$ cat src/rtl/tlc_pkg.sv
// tlc_pkg: shared types, default timing constants and helpers for the
// traffic phase controller.
//   state_t     - controller state encoding
//   DEF_*       - default parameter values, shared by the RTL and the bench
//   next_phase  - round-robin successor of a phase index
//   max4        - maximum of four lengths, used to size the tick timer
package tlc_pkg;

    typedef enum logic [2:0] {
        ST_GREEN,
        ST_YELLOW,
        ST_ALL_RED,
        ST_WALK,
        ST_FLASH
    } state_t;

    localparam int unsigned DEF_NUM_PHASES    = 2;
    localparam int unsigned DEF_GREEN_TICKS   = 8;
    localparam int unsigned DEF_MIN_GREEN     = 3;
    localparam int unsigned DEF_YELLOW_TICKS  = 2;
    localparam int unsigned DEF_ALL_RED_TICKS = 1;
    localparam int unsigned DEF_WALK_TICKS    = 5;
    localparam int unsigned DEF_COUNT_W       = 4;

    function automatic int unsigned next_phase(input int unsigned cur, input int unsigned num);
        return (cur + 1 >= num) ? 0 : cur + 1;
    endfunction

    function automatic int unsigned max4(input int unsigned a, input int unsigned b,
                                         input int unsigned c, input int unsigned d);
        int unsigned m;
        m = a;
        if (b > m) m = b;
        if (c > m) m = c;
        if (d > m) m = d;
        return m;
    endfunction

endpackage

$ cat src/rtl/traffic_phase_controller_if.sv
// traffic_phase_controller_if: groups the controller's timebase, request and
// lamp/pedestrian signals.
//   master - controller side: takes tick/ped_req/flash, drives lamps and status
//   slave  - environment side: drives tick/ped_req/flash, observes lamps
interface traffic_phase_controller_if #(
    parameter int unsigned NUM_PHASES = 2,
    parameter int unsigned COUNT_W    = 4
);
    localparam int unsigned PHASE_W = (NUM_PHASES > 1) ? $clog2(NUM_PHASES) : 1;

    logic                  tick;
    logic [NUM_PHASES-1:0] ped_req;
    logic                  flash;
    logic [NUM_PHASES-1:0] red;
    logic [NUM_PHASES-1:0] yellow;
    logic [NUM_PHASES-1:0] green;
    logic [NUM_PHASES-1:0] ped_walk;
    logic [COUNT_W-1:0]    ped_count;
    logic [PHASE_W-1:0]    phase_idx;

    modport master (
        input  tick, ped_req, flash,
        output red, yellow, green, ped_walk, ped_count, phase_idx
    );

    modport slave (
        output tick, ped_req, flash,
        input  red, yellow, green, ped_walk, ped_count, phase_idx
    );
endinterface

$ cat src/rtl/tlc_tick_timer.sv
// tlc_tick_timer: loadable down-counter advanced by a tick enable.
//   clk, reset_n - clock, asynchronous active-low reset (value <= RESET_VAL)
//   load/load_val - synchronous load, has priority over counting
//   tick         - count enable; the counter holds at zero
//   value        - current count
//   expire       - tick while value is zero
module tlc_tick_timer #(
    parameter int unsigned      COUNT     = 4,
    parameter logic [COUNT-1:0] RESET_VAL = '0
) (
    input  logic             clk,
    input  logic             reset_n,
    input  logic             load,
    input  logic [COUNT-1:0] load_val,
    input  logic             tick,
    output logic [COUNT-1:0] value,
    output logic             expire
);
    logic [COUNT-1:0] value_q;

    always_ff @(posedge clk or negedge reset_n) begin
        if (!reset_n) begin
            value_q <= RESET_VAL;
        end else if (load) begin
            value_q <= load_val;
        end else if (tick && (value_q != '0)) begin
            value_q <= value_q - COUNT'(1);
        end
    end

    assign value  = value_q;
    assign expire = tick && (value_q == '0);
endmodule

$ cat src/rtl/traffic_phase_controller.sv
// traffic_phase_controller: round-robin N-phase signal controller with
// per-phase pedestrian service and a flash (fault/night) mode.
//   clk      - system clock, rising edge
//   reset_n  - asynchronous active-low reset
//   bus      - master modport: tick, ped_req, flash in; red, yellow, green,
//              ped_walk, ped_count, phase_idx out (all decoded from registers)
module traffic_phase_controller
    import tlc_pkg::*;
#(
    parameter int unsigned NUM_PHASES    = DEF_NUM_PHASES,
    parameter int unsigned GREEN_TICKS   = DEF_GREEN_TICKS,
    parameter int unsigned MIN_GREEN     = DEF_MIN_GREEN,
    parameter int unsigned YELLOW_TICKS  = DEF_YELLOW_TICKS,
    parameter int unsigned ALL_RED_TICKS = DEF_ALL_RED_TICKS,
    parameter int unsigned WALK_TICKS    = DEF_WALK_TICKS,
    parameter int unsigned COUNT_W       = DEF_COUNT_W
) (
    input logic                       clk,
    input logic                       reset_n,
    traffic_phase_controller_if.master bus
);
    localparam int unsigned PHASE_W = (NUM_PHASES > 1) ? $clog2(NUM_PHASES) : 1;
    localparam int unsigned MAX_LEN = max4(GREEN_TICKS, YELLOW_TICKS, ALL_RED_TICKS, WALK_TICKS);
    localparam int unsigned TIMER_W = $clog2(MAX_LEN) + 1;

    localparam logic [TIMER_W-1:0] GREEN_LD   = TIMER_W'(GREEN_TICKS - 1);
    localparam logic [TIMER_W-1:0] YELLOW_LD  = TIMER_W'(YELLOW_TICKS - 1);
    localparam logic [TIMER_W-1:0] ALL_RED_LD = TIMER_W'(ALL_RED_TICKS - 1);
    localparam logic [TIMER_W-1:0] WALK_LD    = TIMER_W'(WALK_TICKS - 1);
    // Timer value at or below which MIN_GREEN ticks (including the current one) have elapsed.
    localparam logic [TIMER_W-1:0] GREEN_CUT  = TIMER_W'(GREEN_TICKS - MIN_GREEN);

    if (NUM_PHASES < 2) begin : g_bad_num_phases
        $fatal(1, "NUM_PHASES must be at least 2");
    end
    if (MIN_GREEN > GREEN_TICKS) begin : g_bad_min_green
        $fatal(1, "MIN_GREEN must not exceed GREEN_TICKS");
    end
    if (WALK_TICKS >= (1 << COUNT_W)) begin : g_bad_walk
        $fatal(1, "WALK_TICKS must fit in ped_count");
    end
    if (GREEN_TICKS < 1 || MIN_GREEN < 1 || YELLOW_TICKS < 1 || ALL_RED_TICKS < 1 ||
        WALK_TICKS < 1) begin : g_bad_len
        $fatal(1, "all lengths must be at least 1");
    end

    state_t                state_q, state_d;
    logic [PHASE_W-1:0]    cur_q, cur_d;
    logic [NUM_PHASES-1:0] ped_pend_q, ped_pend_d;
    logic                  flash_ph_q, flash_ph_d;

    logic                  tmr_load;
    logic [TIMER_W-1:0]    tmr_load_val;
    logic [TIMER_W-1:0]    tmr_value;
    logic                  tmr_expire;
    logic                  walk_clr;
    logic [NUM_PHASES-1:0] cur_oh;
    logic [PHASE_W-1:0]    cur_next;
    logic [TIMER_W:0]      walk_cnt;

    assign cur_oh   = NUM_PHASES'(1) << cur_q;
    assign cur_next = PHASE_W'(next_phase(32'(cur_q), NUM_PHASES));
    assign walk_cnt = {1'b0, tmr_value} + (TIMER_W + 1)'(1);

    tlc_tick_timer #(
        .COUNT     (TIMER_W),
        .RESET_VAL (ALL_RED_LD)
    ) u_timer (
        .clk      (clk),
        .reset_n  (reset_n),
        .load     (tmr_load),
        .load_val (tmr_load_val),
        .tick     (bus.tick),
        .value    (tmr_value),
        .expire   (tmr_expire)
    );

    always_ff @(posedge clk or negedge reset_n) begin
        if (!reset_n) begin
            state_q    <= ST_ALL_RED;
            cur_q      <= PHASE_W'(NUM_PHASES - 1);
            ped_pend_q <= '0;
            flash_ph_q <= 1'b0;
        end else begin
            state_q    <= state_d;
            cur_q      <= cur_d;
            ped_pend_q <= ped_pend_d;
            flash_ph_q <= flash_ph_d;
        end
    end

    // Next-state logic; every transition reloads the timer for the state entered.
    always_comb begin
        state_d      = state_q;
        cur_d        = cur_q;
        flash_ph_d   = flash_ph_q;
        tmr_load     = 1'b0;
        tmr_load_val = '0;
        walk_clr     = 1'b0;

        if (bus.flash && (state_q != ST_FLASH)) begin
            state_d  = ST_FLASH;
            tmr_load = 1'b1;
        end else begin
            unique case (state_q)
                ST_GREEN: begin
                    if (tmr_expire ||
                        (bus.tick && ped_pend_q[cur_q] && (tmr_value <= GREEN_CUT))) begin
                        state_d      = ST_YELLOW;
                        tmr_load     = 1'b1;
                        tmr_load_val = YELLOW_LD;
                    end
                end
                ST_YELLOW: begin
                    if (tmr_expire) begin
                        state_d      = ST_ALL_RED;
                        tmr_load     = 1'b1;
                        tmr_load_val = ALL_RED_LD;
                    end
                end
                ST_ALL_RED: begin
                    if (tmr_expire) begin
                        tmr_load = 1'b1;
                        if (ped_pend_q[cur_q]) begin
                            state_d      = ST_WALK;
                            tmr_load_val = WALK_LD;
                            walk_clr     = 1'b1;
                        end else begin
                            state_d      = ST_GREEN;
                            cur_d        = cur_next;
                            tmr_load_val = GREEN_LD;
                        end
                    end
                end
                ST_WALK: begin
                    if (tmr_expire) begin
                        state_d      = ST_GREEN;
                        cur_d        = cur_next;
                        tmr_load     = 1'b1;
                        tmr_load_val = GREEN_LD;
                    end
                end
                ST_FLASH: begin
                    if (bus.tick) flash_ph_d = ~flash_ph_q;
                    if (!bus.flash) begin
                        state_d      = ST_ALL_RED;
                        tmr_load     = 1'b1;
                        tmr_load_val = ALL_RED_LD;
                    end
                end
                default: begin
                    state_d      = ST_ALL_RED;
                    tmr_load     = 1'b1;
                    tmr_load_val = ALL_RED_LD;
                end
            endcase
        end

        // A new request in the same cycle as the WALK-entry clear stays pending.
        ped_pend_d = (ped_pend_q & ~(walk_clr ? cur_oh : '0)) | bus.ped_req;
    end

    always_comb begin
        bus.red       = '1;
        bus.yellow    = '0;
        bus.green     = '0;
        bus.ped_walk  = '0;
        bus.ped_count = '0;
        unique case (state_q)
            ST_GREEN: begin
                bus.red   = ~cur_oh;
                bus.green = cur_oh;
            end
            ST_YELLOW: begin
                bus.red    = ~cur_oh;
                bus.yellow = cur_oh;
            end
            ST_WALK: begin
                bus.ped_walk  = cur_oh;
                bus.ped_count = COUNT_W'(walk_cnt);
            end
            ST_FLASH: begin
                bus.red    = '0;
                bus.yellow = {NUM_PHASES{flash_ph_q}};
            end
            default: ;
        endcase
    end

    assign bus.phase_idx = cur_q;
endmodule

$ cat src/flat_wrapper.sv
// flat-port wrapper written by rule: the top's interface ports become plain ports
module traffic_phase_controller_flat import tlc_pkg::*;
#(
    parameter int unsigned NUM_PHASES    = DEF_NUM_PHASES,
    parameter int unsigned GREEN_TICKS   = DEF_GREEN_TICKS,
    parameter int unsigned MIN_GREEN     = DEF_MIN_GREEN,
    parameter int unsigned YELLOW_TICKS  = DEF_YELLOW_TICKS,
    parameter int unsigned ALL_RED_TICKS = DEF_ALL_RED_TICKS,
    parameter int unsigned WALK_TICKS    = DEF_WALK_TICKS,
    parameter int unsigned COUNT_W       = DEF_COUNT_W
)
  (clk, reset_n, bus_tick, bus_ped_req, bus_flash, bus_red, bus_yellow, bus_green, bus_ped_walk, bus_ped_count, bus_phase_idx);
  traffic_phase_controller_if #(.NUM_PHASES(NUM_PHASES), .COUNT_W(COUNT_W)) bus_i ();
  input logic clk;
  input logic reset_n;
  input wire logic [$bits(bus_i.tick)-1:0] bus_tick;
  input wire logic [$bits(bus_i.ped_req)-1:0] bus_ped_req;
  input wire logic [$bits(bus_i.flash)-1:0] bus_flash;
  output wire logic [$bits(bus_i.red)-1:0] bus_red;
  output wire logic [$bits(bus_i.yellow)-1:0] bus_yellow;
  output wire logic [$bits(bus_i.green)-1:0] bus_green;
  output wire logic [$bits(bus_i.ped_walk)-1:0] bus_ped_walk;
  output wire logic [$bits(bus_i.ped_count)-1:0] bus_ped_count;
  output wire logic [$bits(bus_i.phase_idx)-1:0] bus_phase_idx;
  assign bus_i.tick = bus_tick;
  assign bus_i.ped_req = bus_ped_req;
  assign bus_i.flash = bus_flash;
  assign bus_red = bus_i.red;
  assign bus_yellow = bus_i.yellow;
  assign bus_green = bus_i.green;
  assign bus_ped_walk = bus_i.ped_walk;
  assign bus_ped_count = bus_i.ped_count;
  assign bus_phase_idx = bus_i.phase_idx;
  traffic_phase_controller #(.NUM_PHASES(NUM_PHASES), .GREEN_TICKS(GREEN_TICKS), .MIN_GREEN(MIN_GREEN), .YELLOW_TICKS(YELLOW_TICKS), .ALL_RED_TICKS(ALL_RED_TICKS), .WALK_TICKS(WALK_TICKS), .COUNT_W(COUNT_W)) u_core (.clk(clk), .reset_n(reset_n), .bus(bus_i));
endmodule
$ cat config.mk
export PLATFORM = sky130hd
export DESIGN_NAME = traffic_phase_controller_flat
export DESIGN_NICKNAME = d
export VERILOG_FILES = /design/src/rtl/tlc_pkg.sv /design/src/rtl/traffic_phase_controller_if.sv /design/src/rtl/tlc_tick_timer.sv /design/src/rtl/traffic_phase_controller.sv /design/src/flat_wrapper.sv
export SDC_FILE = /design/constraint.sdc
export NUM_CORES = 1
export LEC_CHECK = 0
export CORE_MARGIN = 10
export CORE_UTILIZATION = 50
export DETAILED_ROUTE_END_ITERATION = 16
export GPL_TIMING_DRIVEN = 0
export PLACE_DENSITY_LB_ADDON = 0.08
export SETUP_SLACK_MARGIN = 0.4
export SLEW_MARGIN = 20
export SYNTH_ARGS = -nofsm -noshare
export SYNTH_HDL_FRONTEND = slang
export SYNTH_SLANG_ARGS = --single-unit
$ cat constraint.sdc
create_clock -name clk -period 1.85 [get_ports clk]
set_clock_uncertainty 0.15 [all_clocks]
set_input_delay 0.185 -clock clk [delete_from_list [all_inputs] [get_ports clk]]
set_output_delay 0.185 -clock clk [all_outputs]
set_load 0.01 [all_outputs]
Word-level counts from Yosys, hierarchy flattened --
Cells that the tools add are included.
Word-level totals: output and inout bits 13, word-level logic and storage cells 85, bits of input ports 6, register bits after elaboration 11
Operators by class: add/subtract/negate cells 3, eq/ne operators 13, $lt $le $gt $ge 3, multiplexer cells 38, bitwise logic cells 6, shift-type cells 1, reduce and logical (&&, ||, !) cells 16
Operators by type and width (count):
- $mux W3 | 7
- $mux W4 | 5
- $mux W1 | 15
- $pmux W3 S5 | 1
- $ne A3 B1 Y1 const B | 4
- $pmux W4 S3 | 1
- $mux W2 | 5
- $reduce_and A5 Y1 | 2
- $pmux W2 S2 | 2
- $eq A3 B2 Y1 const B | 2
- $logic_and A1 B1 Y1 | 5
- $add A4 B1 Y4 const B | 1
- $le A4 B3 Y1 const B | 1
- $logic_not A4 Y1 | 1
- $ne A2 B1 Y1 const B | 2
- $not A2 Y2 | 2
- $reduce_bool A2 Y1 | 2
- $reduce_bool A4 Y1 | 1
- $sub A4 B1 Y4 const B | 1
- $eq A3 B1 Y1 const B | 1
- $eq A3 B3 Y1 const B | 1
- $logic_not A3 Y1 | 1
- $ne A3 B2 Y1 const B | 1
- $ne A3 B3 Y1 const B | 1
- 14 further kinds | 15

Longest topological paths before layout --
Gate-level depths: netlist (run 1).
word-level depth 10, depth in mapped cells 6, mapped depth without buffers 6

Hierarchy --
A second synthesis (run 1) with hierarchy kept.
Second synthesis, totals: cell total of the unflattened synthesis 100, area, all modules 844.6 µm²
Modules (own cells, without submodules):
- traffic_phase_controller | times used 1, cells an instance 72, sequential area each 177.7 µm², area each 594.3 µm²
- tlc_tick_timer | times used 1, cells an instance 28, sequential area each 100.1 µm², area each 250.2 µm²

Least setup slack after synthesis (run 1) --
No wires, ideal clock.
path kind register -> register, start register u_core.cur_q, in the netlist u_core.bus.phase_idx, end register u_core.u_timer.value_q[0], in the netlist u_core.u_timer.value[0], buffers on the path 0, data arrival time 1441 ps, setup slack 136 ps, setup time 123 ps, required time 1577 ps, stages on the path, launching flop included 5, period minus slack after synthesis 1714 ps, path through dfstp_2 -> mux2_2 -> o21ai_0 -> nor4_1 -> a2bb2oi_2
On the way: word-level cells in the longest chain between the ends 9, elaborated cells between the ends (all ways) 15, classes of those cells 11 x mux; 4 x reduce/logical
RTL lines:
- from (decl) | RTL line traffic_phase_controller.sv:48 | logic [PHASE_W-1:0] cur_q, cur_d;
- from (signal assigned) | RTL line traffic_phase_controller.sv:81 | cur_q <= PHASE_W'(NUM_PHASES - 1);
- from (signal assigned) | RTL line traffic_phase_controller.sv:86 | cur_q <= cur_d;
- $mux W1 (not written as such) (*) (2 in series) | RTL line traffic_phase_controller.sv:108, traffic_phase_controller.sv:124
- $logic_and A1 B1 Y1 (2 in series) | RTL line traffic_phase_controller.sv:108 | (bus.tick && ped_pend_q[cur_q] && (tmr_value <= GREEN_CUT))) begin
- $logic_or A1 B1 Y1 | RTL line traffic_phase_controller.sv:107 | if (tmr_expire ||
- $mux W1 | RTL line traffic_phase_controller.sv:107
- $pmux W4 S3 / $pmux W1 S3 (equally long branches) | RTL line traffic_phase_controller.sv:105 | unique case (state_q)
- $mux W4 / $mux W1 (equally long branches) | RTL line traffic_phase_controller.sv:101 | if (bus.flash && (state_q != ST_FLASH)) begin
- $mux W4 / $reduce_bool A2 Y1 (equally long branches)
- to (signal assigned) | RTL line tlc_tick_timer.sv:25 | value_q <= load_val;
- to (signal assigned) | RTL line tlc_tick_timer.sv:27 | value_q <= value_q - COUNT'(1);
- to (decl) | RTL line tlc_tick_timer.sv:19 | logic [COUNT-1:0] value_q;
Mark *: on every way between the ends. The rest lies on a longest branch, timed or not. The select of a mux whose other input is x is not followed. A chain may end at the register's enable or synchronous reset.

Final worst setup path (run 1) --
start register u_core.state_q[0], end output bus_red[0]
On the way: word-level cells in the longest chain between the ends 3, elaborated cells between the ends (all ways) 5, classes of those cells 2 x eq/ne; 1 x mux; 2 x reduce/logical
RTL lines:
- from (decl) | RTL line traffic_phase_controller.sv:47 | state_t state_q, state_d;
- from (signal assigned) | RTL line traffic_phase_controller.sv:85 | state_q <= state_d;
- $eq A3 B1 Y1 / $logic_not A3 Y1 (equally long branches) | RTL line traffic_phase_controller.sv:169 | unique case (state_q)
- $reduce_or A2 Y1 (no line)
- $pmux W2 S2 (*) | RTL line traffic_phase_controller.sv:169
- to (decl) | RTL line flat_wrapper.sv:19 | output wire logic [$bits(bus_i.red)-1:0] bus_red;
Mark *: on every way between the ends. The rest lies on a longest branch, timed or not.

==> impl_results.md, run 1 <==
* M2 GR Usage at 0.2310
* Sequential fraction of the synthesis area at 0.2996
* Post-Syn Nets at 121
* Worst setup SP type: flip-flop
* Final Hold Viols at 0
* # setup viols final at 0
* GR Overflow Total at 0
* Fillers at 73
* CTS Root Cell: clkbuf_4
* GRT met1 Usage at 0.1711
* GP Congestion at 0.8252
* Max-cap viol count at 0
* CP max stage delay at 0.39 ns
* Hold Slack at 0.1073 ns
* Crit path capture type: primary output
* CTS HTree Levels at 1
* Fmax at 545.5 MHz
* Post-route cell area at 0.001573 mm2
* Area Overhead vs Synth at 69.64%
* Hold buffer count at CTS at 0
* Remaining DRCs at 0
* Post-synth cell types at 45
* Post-synth top flop: dfrtp_1
* Vias in the first global route at 974
* Worst-path cell chain: buf_8 -> inv_8 -> buf_4 -> buf_4 -> o211ai_1 -> buf_2
* P per Cell Area at 880.8 mW/mm2
* Layout cells sized above 1 at 0.5975
* Critical path class: reg2out
* Synth Area per Inst at 8.278 um2
* Inst Count DP at 155
* ANT nets after route at 0
* GRT busiest layer: met2
* Die width at 63.06 um
* Clock Latency Late Sink at 0.28 ns
* Cell Area, Synth at 927.1 um2
* Antenna cells at 0
* Final worst slack at 0.01698 ns
* Clock Path Buffers at 2
* DR vias at 1,107
* Crit-path leading delay family: buffers and inverters
* Arr. time, crit path at 1.50 ns
* Cell Area, Placed at 0.001194 mm2
* Worst hold path class: in2async
* First-iteration detailed-routing DRC count at 50
* Clk sinks at 11
* Initial antenna violation count at 0
* DR WL/cell at 18.51 um
* Rows at 15
* DRT Pass-1 Iters at 4
* Leakage at 0.6871 nW
* Place WS at -0.2346 ns
* Buf+Inv Stages, Crit Path at 5
* Core footprint at 0.001745 mm2
* CTS tree: yes
* Clock slew at reported path FFs at 0.08 ns
* Most used cell, CP: buf_4
* Slowest-stage cell, CP: dfrtp_1
* Status: finished clean
* Number of max-slew violations in the final report at 0
* Post-synth EDFFs at 0
* Total GRT Usage at 0.1421
* CTS Buf Count at 3
* CP required at 1.51 ns
* Final HPWL DP at 1.765 mm
* Cell count after synthesis at 112
* Final worst path period share at 0.9908
* RSZ-0062 raised after global routing: yes
* Final non-filler cell total at 184
* Port Buf Inserts at 18
* YS warnings at 0
* Period minus WS final at 1.833 ns
* Async set or reset register ratio after synthesis at 1.000
* Crit path max fanout at 4
* Slew Limit Headroom at 0.6321
* Post-synthesis register bit count at 11
* Die Span Y at 63.06 um
* Largest net degree at the start of global routing at 12
* Vias per inst at 6.016
* First-pass GRT wire length at 4.754 mm
* Worst-Margin Slew at 0.5501 ns
* Max IR drop VDD at 0.7759 mV
* Starting density of the core at 0.5312
* Power, Total at 0.001385 W
* I/O pin cnt at 19
* Die footprint at 0.003977 mm2
* Met3 Use GR at 0.03710
* WL final at 3.406 mm
* Final nets at 169
-- power breakdown --
part           switching (W)  internal [W]  leakage (nW)
clock network      0.0000853     0.0000837        0.0150
registers          0.0000434      0.000291         0.128
logic               0.000417      0.000465         0.544
total               0.000546      0.000839         0.687
-- path summary, 6_finish.rpt --
kind / slack (ns) / startpoint / to / cells past startpoint
max: 0.02 / u_core.state_q[0]$_DFFE_PN0P_ / bus_red[0] / 6
min: 0.11 / reset_n / u_core.ped_pend_q[0]$_DFF_PN0_ / 1
max reg2reg: 0.05 / u_core.state_q[1]$_DFFE_PN1P_ / u_core.u_timer.value[0]$_DFFE_PN0P_ / 4
min reg2reg: 0.34 / u_core.flash_ph_q$_DFFE_PN0P_ / u_core.flash_ph_q$_DFFE_PN0P_ / 1
max in group asynchronous: 1.03 / reset_n / u_core.u_timer.value[0]$_DFFE_PN0P_ / 1
min in group clk: 0.32 / bus_ped_req[0] / u_core.ped_pend_q[0]$_DFF_PN0_ / 2
-- worst register-to-register path, stage by stage, from the launching register on --
cell and delay, ns:
dfstp_2 0.56, or3b_4 0.42, a211o_1 0.33, nand3_2 0.10, a2bb2oi_2 0.15
-- sequential cells by signal, indices dropped and copies added, names as in the netlist --
signal                cells
u_core.flash_ph_q         1
u_core.bus.phase_idx      1
u_core.state_q            3
u_core.u_timer.value      4
u_core.ped_pend_q         2
-- cell usage after synthesis (2+ instances only) --
cell type,n,share of area
dfstp_2,2,0.057
xor2_1,2,0.019
dfrtp_1,9,0.24
nand2_1,10,0.040
inv_1,7,0.028
nor2_1,11,0.045
clkbuf_8,2,0.030
o211ai_1,2,0.016
a211oi_1,3,0.024
xnor2_1,2,0.019
buf_2,2,0.011
o21ai_0,9,0.049
ha_1,3,0.040
nand3_1,3,0.016
a21oi_1,8,0.043
nor3_1,4,0.022
a31oi_1,3,0.020
and3_1,3,0.020
-- placed cells by master, fill, tap and decap left out, drive strengths merged, types with 2 or more instances in the layout --
cell           Yosys  layout
a211oi             3       3
a21oi              8       8
a31oi              3       3
and3               3       3
buf                4      43
clkbuf             3       6
clkdlybuf4s50      0       4
dfrtp              9       9
dfstp              2       2
ha                 3       3
inv                7       7
nand2             10      10
nand3              4       4
nor2              11      11
nor3               4       4
o211ai             2       2
o21ai              9       9
or2                2       2
or3                2       2
xnor2              2       2
xor2               2       2
-- stage by stage --
| step | utilization | TNS, ns |
|---|---|---|
| finish | 0.9011 | 0 |
| global route | 0.9011 | -0.01710 |
| CTS | 0.8136 | 0 |
| detailed placement | 0.6839 | -1.142 |
| global placement | 0.6839 | -0.6342 |
| floorplan | - | 0 |
-- cell families after synthesis --
kind of cell    synth area share
fa+ha+maj                0.04049
buf+inv                  0.09313
compound gates            0.2213
xor+xnor                 0.03779
simple gates              0.2848
flops                     0.2996
mux                      0.02294
-- cell type report --
type	count	area, um2	area share
timing repair buffer	43	345.3	0.2196
inverter	7	33.78	0.02148
tap	25	31.28	0.01989
clock buffer	4	26.28	0.01671
buffer	7	72.57	0.04614
multi-input combinational	87	784.5	0.4988
sequential	11	279.0	0.1774
-- timing repair --
action | CTS | global route
pin swaps | 13 | 12
endpoints found under the setup margin | 23 | 23
gates cloned | 1 | 0
resized for setup | 74 | 38
buffers inserted | 14 | 10
-- layer usage --
metal	wire, um	vias to the layer above
met5	0	-
met4	171	0
met3	303	19
met2	1607	69
met1	1323	521
li1	-	498
Note: power is estimated with default switching activity, not from simulation.
==> inputs of run 2 (changes only) <==
GPL_ROUTABILITY_DRIVEN = 0   (was default)
==> results of run 2 <==
Same layout as run 1: the final DEF is identical, and so are final timing and power.
